<file path="config.mk">
export PLATFORM = sky130hd
export DESIGN_NAME = surf4_hk_sequencer
export DESIGN_NICKNAME = d
export VERILOG_FILES = /design/src/rtl/surf4_hk_sequencer.sv
export SDC_FILE = /design/constraint.sdc
export NUM_CORES = 1
export LEC_CHECK = 0
export ABC_AREA = 1
export BUFFER_PORTS_ARGS = -buffer_cell sky130_fd_sc_hd__buf_2
export CAP_MARGIN = 0
export CORE_ASPECT_RATIO = 0.8
export CORE_MARGIN = 5
export CORE_UTILIZATION = 40
export CTS_CLUSTER_SIZE = 24
export DETAILED_ROUTE_END_ITERATION = 8
export GPL_TIMING_DRIVEN = 0
export HOLD_SLACK_MARGIN = 0.06
export PLACE_DENSITY = 0.67
export SLEW_MARGIN = 0
export SYNTH_ARGS = -nofsm -noshare
export SYNTH_HDL_FRONTEND = slang
export SYNTH_SLANG_ARGS = --single-unit
</file>
<file path="constraint.sdc">
create_clock -name clk_i -period 3.57 [get_ports clk_i]
set_input_delay 0.1785 -clock clk_i [delete_from_list [all_inputs] [get_ports clk_i]]
set_output_delay 0.1785 -clock clk_i [all_outputs]
set_load 0.02 [all_outputs]
</file>
<file path="src/rtl/surf4_hk_sequencer.sv">
// rtl/surf4_hk_sequencer.sv - PPS-triggered XADC-to-housekeeping-buffer WISHBONE copy sequencer
module surf4_hk_sequencer #(
    parameter int unsigned NUM_CH   = 8,
    parameter logic [15:0] SRC_BASE = 16'h0200,
    parameter logic [15:0] DST_BASE = 16'h0400,
    parameter int unsigned TIMEOUT  = 255
) (
    input  logic        clk_i,
    input  logic        rst_i,
    input  logic        pps_i,
    output logic        wbmc_cyc_o,
    output logic        wbmc_stb_o,
    output logic        wbmc_we_o,
    output logic [15:0] wbmc_adr_o,
    output logic [31:0] wbmc_dat_o,
    output logic [3:0]  wbmc_sel_o,
    input  logic [31:0] wbmc_dat_i,
    input  logic        wbmc_ack_i,
    input  logic        wbmc_err_i,
    input  logic        wbmc_rty_i,
    output logic        busy_o,
    output logic        done_o,
    output logic [7:0]  err_cnt_o,
    output logic [31:0] scan_cnt_o
);

    typedef enum logic [2:0] {
        S_IDLE,
        S_RD,
        S_RD_GAP,
        S_WR,
        S_WR_GAP,
        S_HDR,
        S_DONE
    } state_t;

    // Header word sits immediately after the last channel word.
    localparam logic [15:0] HDR_ADR = 16'(DST_BASE + 4 * NUM_CH);

    state_t      state;
    state_t      state_nx;
    logic        pps_q;
    logic        pps_edge;
    logic        pending;
    logic [6:0]  ch;
    logic        last_ch;
    logic [7:0]  tmo_cnt;
    logic        tmo_hit;
    logic [31:0] cap;
    logic [7:0]  err_cnt;
    logic [31:0] scan_cnt;
    logic        xfer;
    logic        xfer_end;
    logic        xfer_err;

    assign pps_edge = pps_i & ~pps_q;
    assign last_ch  = (ch == 7'(NUM_CH - 1));
    assign tmo_hit  = (tmo_cnt == 8'(TIMEOUT));
    assign xfer     = (state == S_RD) || (state == S_WR) || (state == S_HDR);
    // A transfer ends on any termination or timeout; ack wins over err/rty.
    assign xfer_end = xfer & (wbmc_ack_i | wbmc_err_i | wbmc_rty_i | tmo_hit);
    assign xfer_err = xfer & ~wbmc_ack_i & (wbmc_err_i | wbmc_rty_i | tmo_hit);

    assign wbmc_sel_o = 4'hF;
    assign err_cnt_o  = err_cnt;
    assign scan_cnt_o = scan_cnt;

    // State register.
    always_ff @(posedge clk_i) begin
        if (rst_i) state <= S_IDLE;
        else       state <= state_nx;
    end

    // Next-state and bus outputs, decoded from the current state.
    always_comb begin
        state_nx   = state;
        wbmc_cyc_o = 1'b0;
        wbmc_stb_o = 1'b0;
        wbmc_we_o  = 1'b0;
        wbmc_adr_o = 16'h0000;
        wbmc_dat_o = 32'h0000_0000;
        done_o     = 1'b0;
        busy_o     = 1'b1;
        case (state)
            S_IDLE: begin
                busy_o = 1'b0;
                if (pps_edge || pending) state_nx = S_RD;
            end
            S_RD: begin
                wbmc_cyc_o = 1'b1;
                wbmc_stb_o = 1'b1;
                wbmc_adr_o = SRC_BASE + {7'd0, ch, 2'b00};
                if (xfer_end) state_nx = S_RD_GAP;
            end
            S_RD_GAP: state_nx = S_WR;
            S_WR: begin
                wbmc_cyc_o = 1'b1;
                wbmc_stb_o = 1'b1;
                wbmc_we_o  = 1'b1;
                wbmc_adr_o = DST_BASE + {7'd0, ch, 2'b00};
                wbmc_dat_o = cap;
                if (xfer_end) state_nx = S_WR_GAP;
            end
            S_WR_GAP: state_nx = last_ch ? S_HDR : S_RD;
            S_HDR: begin
                wbmc_cyc_o = 1'b1;
                wbmc_stb_o = 1'b1;
                wbmc_we_o  = 1'b1;
                wbmc_adr_o = HDR_ADR;
                wbmc_dat_o = scan_cnt + 32'd1;
                if (xfer_end) state_nx = S_DONE;
            end
            S_DONE: begin
                done_o   = 1'b1;
                state_nx = S_IDLE;
            end
            default: state_nx = S_IDLE;
        endcase
    end

    // PPS edge history and the single-deep pending request.
    always_ff @(posedge clk_i) begin
        if (rst_i) begin
            pps_q   <= 1'b0;
            pending <= 1'b0;
        end else begin
            pps_q <= pps_i;
            if (state == S_IDLE) pending <= 1'b0;
            else if (pps_edge)   pending <= 1'b1;
        end
    end

    // Channel index: restarts every scan, advances after each channel's write gap.
    always_ff @(posedge clk_i) begin
        if (rst_i || state == S_IDLE)             ch <= 7'd0;
        else if (state == S_WR_GAP && !last_ch)   ch <= ch + 7'd1;
    end

    // Strobe-age counter; zero whenever no transfer is outstanding.
    always_ff @(posedge clk_i) begin
        if (rst_i)                 tmo_cnt <= 8'd0;
        else if (xfer && !xfer_end) tmo_cnt <= tmo_cnt + 8'd1;
        else                       tmo_cnt <= 8'd0;
    end

    // Read capture; failed reads are replaced by an all-ones marker word.
    always_ff @(posedge clk_i) begin
        if (rst_i) begin
            cap <= 32'h0000_0000;
        end else if (state == S_RD && xfer_end) begin
            cap <= wbmc_ack_i ? wbmc_dat_i : 32'hFFFF_FFFF;
        end
    end

    // Error and scan counters; err_cnt saturates and persists across scans.
    always_ff @(posedge clk_i) begin
        if (rst_i) begin
            err_cnt  <= 8'd0;
            scan_cnt <= 32'd0;
        end else begin
            if (xfer_err && err_cnt != 8'hFF) err_cnt <= err_cnt + 8'd1;
            if (state == S_DONE)              scan_cnt <= scan_cnt + 32'd1;
        end
    end

endmodule

</file>
After elaboration in Yosys (flattened, before gate mapping)
Index checks and enable logic that the tools add are counted.
- bits in registers: 92
- bits of input ports: 38
- output and inout bits: 97
- logic and storage cells: 68
- $add $sub $neg: 6
- eq/ne operators: 13
- mux-type cells: 13
- bitwise logic cells: 12
- reductions and logical operators: 16
- operator list (cell ; number):
    $pmux 32 s2 ; 1
    $pmux 12 s3 ; 1
    $add 32x1->32 const B ; 1
    $mux 32 ; 1
    $pmux 3 s6 ; 1
    $add 8x1->8 const B ; 2
    $mux 3 ; 5
    $add 11x9->12 const A ; 1
    $add 10x9->11 const A ; 1
    $eq 3x3->1 const B ; 3
    $eq 8x8->1 const B ; 1
    $ne 2x2->1 const B ; 4
    $ne 8x8->1 const B ; 1
    $add 7x1->7 const B ; 1
    $eq 7x3->1 const B ; 1
    $eq 3x2->1 const B ; 2
    $reduce_or 2->1 ; 3
    $or 1x1->1 ; 5
    $and 1x1->1 ; 4
    $logic_and 1x1->1 ; 4
    $logic_or 1x1->1 ; 4
    $mux 1 ; 4
    $reduce_and 4->1 ; 1
    $eq 3x1->1 const B ; 1
    4 further kinds ; 7

Logic depth before layout (Yosys ltp)
- depth after elaboration: 8
- mapped depth: 10
- mapped depth without buffers: 10

Least setup slack after synthesis
No wires, ideal clock.
- path kind: reg-to-output
- from: register scan_cnt[0] (netlist: scan_cnt_o[0])
- to: output wbmc_dat_o[16]
- arrival: 1634 ps
- required time: 3391 ps
- path slack: 1757 ps
- cell stages (with the launch flop): 10
- path buffers: 0
- cells stage by stage: dfxtp_1 -> ha_1 -> inv_1 -> nor2_1 -> nand2_1 -> nor2_1 -> nand2_1 -> nand2_1 -> nand2_1 -> o21ai_0
- cells in the longest elaborated chain, start to end: 2
- ends and longest elaborated chain (what ; RTL line ; RTL):
    start: declaration ; 51 ; logic [31:0] scan_cnt;
    start signal: assignment ; 162 ; if (state == S_DONE) scan_cnt <= scan_cnt + 32'd1;
    $add 32x1->32 ; 110 ; wbmc_dat_o = scan_cnt + 32'd1;
    $pmux 32 s2 ; 84 ; case (state)
    end: declaration ; 15 ; output logic [31:0] wbmc_dat_o,
No other way between the ends.

Worst setup path in the final report
Ends and elaborated chain as after synthesis.

==> metrics.md <==
| Metric | Value |
|---|---|
| Req. time, crit path | 3.39 ns |
| Syn_area_per_cell | 6.29 µm² |
| IO Pins | 135 |
| CTS buffer count | 9 |
| Clock sinks | 92 |
| RSZ-0062 raised after global routing | no |
| FF-to-FF End | scan_cnt_o[20] |
| Antenna violations before repair | 0 |
| Die W | 138 µm |
| Std cell rows | 37 |
| Global-route wire length before repair | 24,700 µm |
| Maxcap violations | 0 |
| Synth unique cells | 31 |
| Share of layout cells above drive strength 1 | 19.3% |
| CP arrival | 2.23 ns |
| Clock-pin slew on the worst setup and hold paths | 0.06 ns |
| H-tree level count | 3 |
| Worst-Margin Slew | 0.602 ns |
| Footprint of the multi-input gates | 2740 µm² |
| DR iter-0 viols | 372 |
| Hold_sp | wbmc_dat_i[10] |
| Antenna diodes | 0 |
| Ys Warns | 0 |
| Final worst path period need | 2.40 ns |
| Skew-Pair Late Insertion Delay | 0.36 ns |
| Worst hold path cell count | 3 |
| Routed len/inst | 13.6 µm |
| Outcome | complete, no violations |
| Max FO, Critical Path | 7 |
| Clock Root Buffer | clkbuf_16 |
| P per Cell Area | 382 nW/µm² |
| CP most frequent cell | nand2_1 |
| Pleak | 0.00298 µW |
| Fill count | 1,382 |
| GP Congestion | 0.935 |
| Slew Viols, Final | 0 |
| Slowest cell on the critical path | dfxtp_1 |
| Register area share after synthesis | 35.2% |
| NumNets Final | 1,018 |
| CTS Buffer Depth | 2 |
| Routed wire length | 15,700 µm |
| Tcrit/Tclk final | 67.3% |
| Cell count after synthesis | 833 |
| Area grow syn2layout | 22.6% |
| Remaining Overflow, GRT | 0 |
| Final setup violation count | 0 |
| Critical Path Max Stage Delay | 0.44 ns |
| Initial Util | 40.8% |
| Vias in the first global route | 4,882 |
| Worst Hold Endpoint | cap[10] |
| Placeable core area | 12,800 µm² |
| Final hold vios | 0 |
| Mean number of vias per cell | 4.70 |
| Type of the worst min-delay path | in -> reg |
| Relative slew margins | 59.9% |
| Crit path cell chain | ha_1 -> inv_1 -> nor2_1 -> nand2_1 -> nor2_1 -> nand2_1 -> nand2_1 -> nand2_1 -> o21ai_0 -> buf_2 |
| Worst flop-to-flop path startpoint | scan_cnt_o[0] |
| Crit path launch type | flip-flop |
| CP Capture Type | output pin |
| Die H | 112 µm |
| Vias post-DR | 5,437 |
| Detail Placement HPWL | 12,400 µm |
| VDD IR max | 0.000208 V |
| CTS tree | yes |
| Critical Setup Path Class | reg -> out |
| Largest net degree at the start of global routing | 16 |
| Flops & latches, synth | 92 |
| All-Layer GR Usage | 20.3% |
| Synth Cell Area | 5240 µm² |
| R2r setup slk | 1.87 ns |
| Fmax | 416 MHz |
| Antenna viol nets, final | 0 |
| Sequential Area | 1840 µm² |
| PortBufs | 122 |
| Worst clock skew | 0.0120 ns |
| Fin util | 50.1% |
| Postcts setup bufs | 0 |
| TNS Setup | 0 ns |
| Die ar. | 15,500 µm² |
| Pre-antenna DRT Iters | 5 |
| Reg2reg path depth | 10 |
| DRC Markers | 0 |
-- cell families after synthesis --
group / after synthesis / synth area share [%]
XOR/XNOR: 18 / 3.01
AO/OA/AOI/OAI: 156 / 15.2
other: 2 / 0.143
buffers and inverters: 161 / 13.2
adder cells (fa/ha/maj): 4 / 0.956
AND/OR/NAND/NOR: 400 / 32.4
flip-flops: 92 / 35.2
-- layer usage --
metal,vias up,wire [µm],track usage (%),share of wire [%]
li1,2877,-,-,-
met1,2372,7640,30.2,49
met2,166,6400,28.3,41
met3,22,1290,6.45,8.2
met4,0,333,5.27,2.1
met5,-,0,0,0
-- synthesized netlist by cell type --
library cell	n	area [µm²]
o21bai_1	1	7.51
buf_6	3	33.8
buf_4	12	90.1
nand2_1	234	878
nand4_4	1	21.3
buf_2	14	70.1
nand3_1	46	230
o211ai_1	2	15.0
ha_1	4	50.1
xnor2_1	4	35.0
nor3b_1	2	15.0
nor2_2	2	12.5
clkbuf_1	5	18.8
inv_2	5	18.8
inv_1	118	443
nor2_1	87	327
o22ai_1	6	37.5
o21ai_1	22	110
nand2_4	1	11.3
nand4_1	4	25.0
nor2_4	6	67.6
nand3_2	1	10.0
nand3b_1	4	30.0
nor3_1	6	30.0
o21ai_0	52	260
xor2_1	14	123
dfxtp_1	92	1840
conb_1	2	7.51
buf_1	4	15.0
a21oi_1	73	365
nand2_2	6	37.5
-- worst max path at each step --
stage                        from              to  depth (start not counted)
CTS                 scan_cnt_o[0]  wbmc_dat_o[16]                         10
global placement    scan_cnt_o[0]  wbmc_dat_o[16]                         10
detailed placement  scan_cnt_o[0]  wbmc_dat_o[16]                         10
finish              scan_cnt_o[0]  wbmc_dat_o[16]                         10
floorplan           scan_cnt_o[0]  wbmc_dat_o[16]                          9
global route        scan_cnt_o[0]  wbmc_dat_o[16]                         10
-- layout make-up --
class,instances,share of cell area [%]
flip-flops and latches,92,28.7
clock inverters,5,0.916
repair buffers,123,9.66
plain buffers,38,3.55
clock buffers,11,3.94
inverters,123,7.19
well taps,175,3.41
multi-input cells,589,42.7
-- stage by stage --
step | hold slack (ns) | cell area, µm² | setup slack [ns] | cells | power [µW]
3_3_place_gp | 0.409 | 6100 | 1.54 | 1139 | 1460
6_report | 0.0951 | 6420 | 1.17 | 1156 | 2450
3_5_place_dp | 0.418 | 6100 | 1.54 | 1139 | 1470
2_1_floorplan | 0.303 | 5270 | 1.76 | 842 | 1370
5_1_grt | 0.0853 | 6420 | 0.908 | 1156 | 2560
4_1_cts | 0.0913 | 6420 | 1.15 | 1156 | 2470
-- flip-flops by register name, indices dropped and copies added, names as in the netlist --
| register | count |
|---|---|
| cap | 32 |
| pps_q | 1 |
| scan_cnt_o | 32 |
| err_cnt_o | 8 |
| pending | 1 |
| state | 3 |
| tmo_cnt | 8 |
| ch | 7 |
-- cell usage in the layout (no fill, tap or decap), types with 9 or more instances in the layout --
master	Yosys	final
nand2_1	234	234
clkbuf_16	0	9
dfxtp_1	92	92
o21ai_0	52	52
nor2_1	87	87
xor2_1	14	14
buf_4	12	12
a21oi_1	73	73
buf_2	14	136
o21ai_1	22	22
inv_1	118	118
conb_1	2	11
nand3_1	46	46
-- critical path, delay by kind of cell, from the launching register on --
| kind | cells | cell delay [ns] |
|---|---|---|
| compound gates | 1 | 0.11 |
| fa+ha+maj | 1 | 0.28 |
| buf+inv | 2 | 0.29 |
| flops | 1 | 0.44 |
| simple gates | 6 | 0.75 |
-- what timing repair did --
item | CTS | global route
hold buffers | 1 | 0
hold endpoints to repair | 1 | 0
resized for setup | 0 | 0
-- power by group --
part           switching [µW]  internal (µW)
clock network             423            582
logic                     208            112
registers                31.8           1090
Note: power is estimated with default switching activity, not from simulation.
